[src/rtl/mem_arb_pkg.sv]
// Shared definitions for the unified-memory arbiter: FSM state encoding and port indices.
package mem_arb_pkg;

  typedef enum logic [1:0] {
    ARB_IDLE   = 2'd0,
    ARB_ACCESS = 2'd1,
    ARB_RESP   = 2'd2
  } arb_state_t;

  localparam logic PORT_CPU = 1'b0;
  localparam logic PORT_DMA = 1'b1;

endpackage

[src/rtl/mem_arbiter_rr_sel2.sv]
// Two-way round-robin selector: picks the requesting port, or the one that did not win last.
module rr_sel2
  import mem_arb_pkg::*;
(
  input  logic [1:0] i_req,
  input  logic       i_last_grant,
  output logic       o_winner,
  output logic       o_valid
);

  always_comb begin
    o_valid  = |i_req;
    o_winner = PORT_CPU;
    case (i_req)
      2'b01:   o_winner = PORT_CPU;
      2'b10:   o_winner = PORT_DMA;
      2'b11:   o_winner = ~i_last_grant;
      default: o_winner = PORT_CPU;
    endcase
  end

endmodule

[src/rtl/mem_arbiter.sv]
// Round-robin arbiter sharing one memory between the CPU (port 0) and DMA (port 1),
// with a fixed MEM_LAT-cycle access sequence and a one-cycle ready pulse per access.
module mem_arbiter
  import mem_arb_pkg::*;
#(
  parameter int unsigned ADDR_W  = 32,
  parameter int unsigned DATA_W  = 32,
  parameter int unsigned MEM_LAT = 2
) (
  input  logic              clk,
  input  logic              reset,
  input  logic [1:0]        req,
  input  logic [1:0]        we,
  input  logic [ADDR_W-1:0] addr0,
  input  logic [ADDR_W-1:0] addr1,
  input  logic [DATA_W-1:0] wdata0,
  input  logic [DATA_W-1:0] wdata1,
  output logic [1:0]        ready,
  output logic [DATA_W-1:0] rdata,
  output logic [1:0]        gnt,
  output logic              busy,
  output logic [ADDR_W-1:0] mem_adr,
  output logic [DATA_W-1:0] mem_wd,
  output logic              mem_we,
  input  logic [DATA_W-1:0] mem_rd
);

  localparam logic [3:0] LAST_CNT = 4'(MEM_LAT - 1);

  arb_state_t        r_state;
  arb_state_t        w_next;
  logic [3:0]        r_cnt;
  logic              r_last;
  logic              r_we_q;
  logic [1:0]        r_ready;
  logic [1:0]        r_gnt;
  logic [DATA_W-1:0] r_rdata;
  logic [ADDR_W-1:0] r_mem_adr;
  logic [DATA_W-1:0] r_mem_wd;
  logic              w_winner;
  logic              w_valid;

  rr_sel2 u_sel (
    .i_req        (req),
    .i_last_grant (r_last),
    .o_winner     (w_winner),
    .o_valid      (w_valid)
  );

  always_ff @(posedge clk) begin
    if (reset) r_state <= ARB_IDLE;
    else       r_state <= w_next;
  end

  always_comb begin
    w_next = r_state;
    case (r_state)
      ARB_IDLE:   if (w_valid) w_next = ARB_ACCESS;
      ARB_ACCESS: if (r_cnt == LAST_CNT) w_next = ARB_RESP;
      ARB_RESP:   w_next = ARB_IDLE;
      default:    w_next = ARB_IDLE;
    endcase
  end

  // Requests are only looked at in IDLE, so a loser is never latched early.
  always_ff @(posedge clk) begin
    if (reset) begin
      r_cnt     <= '0;
      r_last    <= PORT_DMA;
      r_we_q    <= 1'b0;
      r_ready   <= '0;
      r_gnt     <= '0;
      r_rdata   <= '0;
      r_mem_adr <= '0;
      r_mem_wd  <= '0;
    end else begin
      r_ready <= '0;
      case (r_state)
        ARB_IDLE: begin
          if (w_valid) begin
            r_mem_adr <= (w_winner == PORT_DMA) ? addr1  : addr0;
            r_mem_wd  <= (w_winner == PORT_DMA) ? wdata1 : wdata0;
            r_we_q    <= we[w_winner];
            r_gnt     <= (w_winner == PORT_DMA) ? 2'b10 : 2'b01;
            r_last    <= w_winner;
            r_cnt     <= '0;
          end
        end
        ARB_ACCESS: begin
          r_cnt <= r_cnt + 4'd1;
          if (r_cnt == LAST_CNT) begin
            if (!r_we_q) r_rdata <= mem_rd;
            r_ready <= r_gnt;
          end
        end
        ARB_RESP: r_gnt <= '0;
        default: ;
      endcase
    end
  end

  assign ready   = r_ready;
  assign rdata   = r_rdata;
  assign gnt     = r_gnt;
  assign busy    = (r_state != ARB_IDLE);
  assign mem_adr = r_mem_adr;
  assign mem_wd  = r_mem_wd;
  assign mem_we  = (r_state == ARB_ACCESS) && (r_cnt == '0) && r_we_q;

endmodule
[config.mk]
export PLATFORM = sky130hd
export DESIGN_NAME = mem_arbiter
export DESIGN_NICKNAME = d
export VERILOG_FILES = /design/src/rtl/mem_arb_pkg.sv /design/src/rtl/mem_arbiter_rr_sel2.sv /design/src/rtl/mem_arbiter.sv
export SDC_FILE = /design/constraint.sdc
export NUM_CORES = 1
export LEC_CHECK = 0
export BUFFER_PORTS_ARGS = -buffer_cell sky130_fd_sc_hd__buf_2
export CAP_MARGIN = 20
export CORE_AREA = 2 2 104 106
export CTS_CLUSTER_DIAMETER = 60
export DETAILED_ROUTE_END_ITERATION = 7
export DIE_AREA = 0 0 106 108
export PLACE_DENSITY = 0.8
export RECOVER_POWER = 25
export REMOVE_ABC_BUFFERS = 1
export SLEW_MARGIN = 20
export SYNTH_ARGS = -nofsm -noshare
export SYNTH_HDL_FRONTEND = slang
export SYNTH_SLANG_ARGS = --single-unit
[constraint.sdc]
create_clock -name clk -period 1.9 [get_ports clk]
set_input_delay 0.57 -clock clk [delete_from_list [all_inputs] [get_ports clk]]
set_output_delay 0.57 -clock clk [all_outputs]
set_load 0.02 [all_outputs]
* Word-level counts from Yosys, hierarchy flattened *
Cells that the tools add are included.

operators by class
  add/subtract/negate cells = 1
  magnitude comparators = 1
  equal/unequal tests = 7
  multiplexer cells = 13
  bitwise operators = 4
  reduce and logical (&&, ||, !) cells = 14

operator list
  cell                   number
  $mux W32               2
  $mux W2                4
  $pmux W2 S2            2
  $pmux W4 S2            1
  $reduce_and A2 Y1      4
  $eq A2 B2 Y1 const B   3
  $reduce_bool A2 Y1     3
  $add A4 B1 Y4 const B  1
  $eq A4 B1 Y1 const B   1
  $logic_not A4 Y1       1
  $mux W4                1
  $not A1 Y1             4
  $reduce_and A3 Y1      1
  $reduce_or A3 Y1       1
  $eq A2 B1 Y1 const B   1
  $logic_and A1 B1 Y1    2
  $logic_not A2 Y1       1
  $lt A1 B2 Y1 const B   1
  $mux W1                2
  $ne A2 B1 Y1 const B   1
  $ne A2 B2 Y1 const B   1
  $pmux W1 S2            1
  $reduce_or A2 Y1       1

word-level totals
  register bits after elaboration = 108
  bits of input ports = 166
  output and inout port bits = 102
  word-level logic and storage cells = 49

* Depth between registers and ports, before layout *
  word-level depth = 5
  gate-level depth with buffers = 8
  depth with buffers taken out = 6

* Hierarchy *
Synthesis repeated with hierarchy kept, for this count alone.

second synthesis, totals
  cell total of the unflattened synthesis = 487
  area, all modules = 4,795.8 um^2

by module, submodules not included
  module       instances  cells an instance  area each (um^2)  seq. area each (um^2)
  mem_arbiter  1          485                4,782.1           2,162.1
  rr_sel2      1          2                  13.8              0.0

* Least setup slack after synthesis *
No wires, ideal clock.

  path type = register to output
  from = register r_state[0]
  to = output port mem_we
  arrival = 1.209 ns
  data required time = 1.330 ns
  setup slack = 0.121 ns
  cell stages (with the launch flop) = 4
  path buffers = 0
  cell sequence = dfxtp_1 nor2b_1 nand3_1 nor3_1

between the ends
  word-level cells in the longest chain between the ends = 3

ends and longest elaborated chain
  item                               RTL line            text
  from (decl)                        mem_arbiter.sv:30   arb_state_t r_state;
  from (signal assigned)             mem_arbiter.sv:52   else r_state <= w_next;
  $eq A2 B1 Y1                       mem_arbiter.sv:108  assign mem_we = (r_state == ARB_ACCESS) && (r_cnt == '0) && r_we_q;
  $logic_and A1 B1 Y1 (2 in series)  mem_arbiter.sv:108
  to (decl)                          mem_arbiter.sv:24   output logic mem_we,

Every way passes these cells.

* Worst setup path in the final report *
  from = register r_cnt[1]
  to = register r_rdata[2], in the netlist rdata[2]

between the ends
  word-level cells in the longest chain between the ends = 2

ends and longest elaborated chain
  item                         RTL line           text
  from (decl)                  mem_arbiter.sv:32  logic [3:0] r_cnt;
  from (signal assigned)       mem_arbiter.sv:90  r_cnt <= r_cnt + 4'd1;
  $eq A4 B1 Y1                 mem_arbiter.sv:91  if (r_cnt == LAST_CNT) begin
  $reduce_and A3 Y1 (no line)  -
  to (signal assigned)         mem_arbiter.sv:92  if (!r_we_q) r_rdata <= mem_rd;
  to (decl)                    mem_arbiter.sv:37  logic [DATA_W-1:0] r_rdata;

Every way passes these cells.
A chain may end at the register's enable or synchronous reset.

==> qor.yml <==
routing:
  drcViolationCount: 0
  wl_per_cell_um: 15.8
  antenna_left: 0
  drt_iter0_markers: 408
  drtPass1Iterations: 6
  wirelength_um: 13700
  vias: 4614
  viasPerCell: 5.33
synth:
  synth_top_cell_by_area: "dfxtp_1"
  synthArstFlopShare: 0
  synth_edf_count: 0
  ys.flop_type: "dfxtp_1"
  ys_warn_count: 0
  yosysTopAreaCellShare: 0.539
  synth.area.top_cells: "dfxtp_1 54%, nand2_1 9.9%, a21oi_1 9.7%"
  yosysMostFrequentCell: "dfxtp_1"
  syn_area_mm2: 0.00401
  yosysUniqueCellTypes: 24
  synthTopCellsByCount: "108 x dfxtp_1, 106 x nand2_1, 78 x a21oi_1, 37 x a22oi_1, 29 x nor2_1"
  synth.ff_latch_count: 108
  synthesis.instances: 458
  syn_area_per_cell_um2: 8.75
  seq_area_frac_synth: 0.539
die:
  core_mm2: 0.0102
  design.die.area_mm2: 0.0114
  rows: 37
  io_pins: 268
  die_h_um: 108
  initial_core_util: 0.392
  die-width_um: 106
timing:
  finalHoldViolCount: 0
  relSlewSlack: 0.705
  period_share: 1.02
  max_freq_ghz: 0.515
  slew_viol_final: 0
  setup-violations-final: 10
  worstMarginPinSlew_ns: 0.443
  fin_crit_ns: 1.94
  setup_ws_ns: -0.0416
  finClkSkew_ns: 0.00936
  rsz0062_at_grt: "yes"
global_routing:
  busiest_layer: "met2"
  antenna_found_initial: 1
  grtUsageMet2: 0.381
  grt_pass1_vias: 4314
  overflow: 0
  grt_util_all_layers: 0.210
  grt_first_pass_wirelength_um: 19500
  gr-usage-met1: 0.234
  grt_max_degree: 72
  grtUsageMet3: 0.0512
placement:
  dp_cells: 834
  hpwl_um: 9220
  port_buffers: 267
  dpl_worst_slack_ns: 0.0980
  gp_congestion: 0.806
power_and_ir_drop:
  power.leakage_uw: 0.00281
  vdd_ir_drop_max_v: 0.000429
  p_per_area_mw_per_mm2: 831
  power_uw: 5000
worst_setup_path:
  crit_family: "simple AND/OR/NAND/NOR gates"
  arrival_ns: 2.19
  path_max_fanout: 8
  required_ns: 2.15
  max_stage_delay_ns: 0.45
  cp-end-kind: "flop"
  start_kind: "flop"
  path_class: "flop to flop"
  path_buf_inv: 3
  path_cells: "inv_2, buf_6, ha_4, or3b_4, or3_4, clkbuf_16, nand2_1, a21oi_1"
  cp_slowest_cell: "or3_4"
clock_tree:
  htreeDepth: 3
  clkSinkCount: 108
  cts_root_buffer: "clkbuf_8"
  cts_tree: "built"
  clk-insertion-delay-late_ns: 0.36
  clockBufferDepth: 2
  cts-buffers-inserted: 9
  clk_pin_slew_ns: 0.11
run_status:
  outcome: "finished, violations left"
  violations: "negative setup slack"
final_layout:
  nets: 892
  drive_above_1_share: 0.471
  n_fill_cell: 883
  final_cells: 865
  area_growth_pct: 50.2
min_path:
  hp-class: "input pin to flop"
job:
  drv_cap: 0
worst paths after layout:
check	slack, ns	to	depth (start not counted)	from
max reg2reg	-0.04	rdata[2]	8	r_cnt[1]
min	0.43	rdata[4]	3	mem_rd[4]
min reg2reg	0.46	rdata[21]	2	rdata[21]
max	-0.04	rdata[2]	8	r_cnt[1]
per-layer routing:
metal  share of wire  wire length [um]
met1            0.38              5140
met5               0                 0
met3           0.087              1180
met2            0.50              6870
met4           0.034               459
placed cells by master (no fill, tap or decap), drive strengths merged, types with 3 or more instances in the layout:
master	n
buf	290
dfxtp	108
nand2	106
a21oi	78
a22oi	37
nor2	29
a222oi	28
clkbuf	13
inv	7
nor3	5
o21ai	4
nand3	4
ha	3
clkinv	3
logic make-up after synthesis:
logic type	Yosys count	share of synthesized area
compound gates	147	0.242
fa+ha+maj	3	0.00937
buf+inv	45	0.0521
flops	108	0.539
simple gates	155	0.157
sequential cells by signal, summed over array words and instances (netlist names):
register and flops:
mem_wd 32, r_state 2, r_last 1, mem_adr 32, r_cnt 4, r_we_q 1, rdata 32, gnt 2
ready 2
worst register-to-register path, stage by stage, from the launching register on:
cell and delay, ns:
dfxtp_2 0.34, inv_2 0.08, buf_6 0.10, ha_4 0.10
or3b_4 0.39, or3_4 0.45, clkbuf_16 0.19, nand2_1 0.08
a21oi_1 0.08
area by class of cell:
type / instances / area, um^2 / share of cell area
clock inverter: 7 / 51.3 / 0.00852
sequential: 108 / 2170 / 0.360
timing repair buffer: 294 / 1730 / 0.288
inverter: 5 / 18.8 / 0.00312
tap: 136 / 170 / 0.0283
antenna: 1 / 2.50 / 0.000416
clock buffer: 9 / 124 / 0.0206
multi-input combinational: 305 / 1750 / 0.291
repair_timing:
| action | in CTS | in global routing |
|---|---|---|
| gates resized for setup | 13 | 23 |
| cloned | 0 | 6 |
| buffers inserted | 6 | 3 |
| pin swaps | 1 | 4 |
| endpoints found under the setup margin | 1 | 34 |
| hold buffers | 0 | 0 |
| endpoints found under the hold margin | 0 | 0 |
per-stage QoR:
stage	hold slack, ns	TNS [ns]	utilization	cell area (um^2)
after floorplan	0.444	-108.65	-	3820
after global placement	0.439	0	0.542	5540
after detailed placement	0.445	0	0.542	5540
after CTS	0.409	0	0.567	5810
after global routing	0.408	-1.35	0.588	6020
final	0.427	-0.116	0.588	6020
where the power goes:
group / switching [uW] / internal, uW / leakage, uW / total (uW)
combinational: 680 / 519 / 0.00184 / 1200
clock: 796 / 484 / 0.0000860 / 1280
sequential: 96.8 / 2430 / 0.000885 / 2520
(Power assumes the default switching activity.)
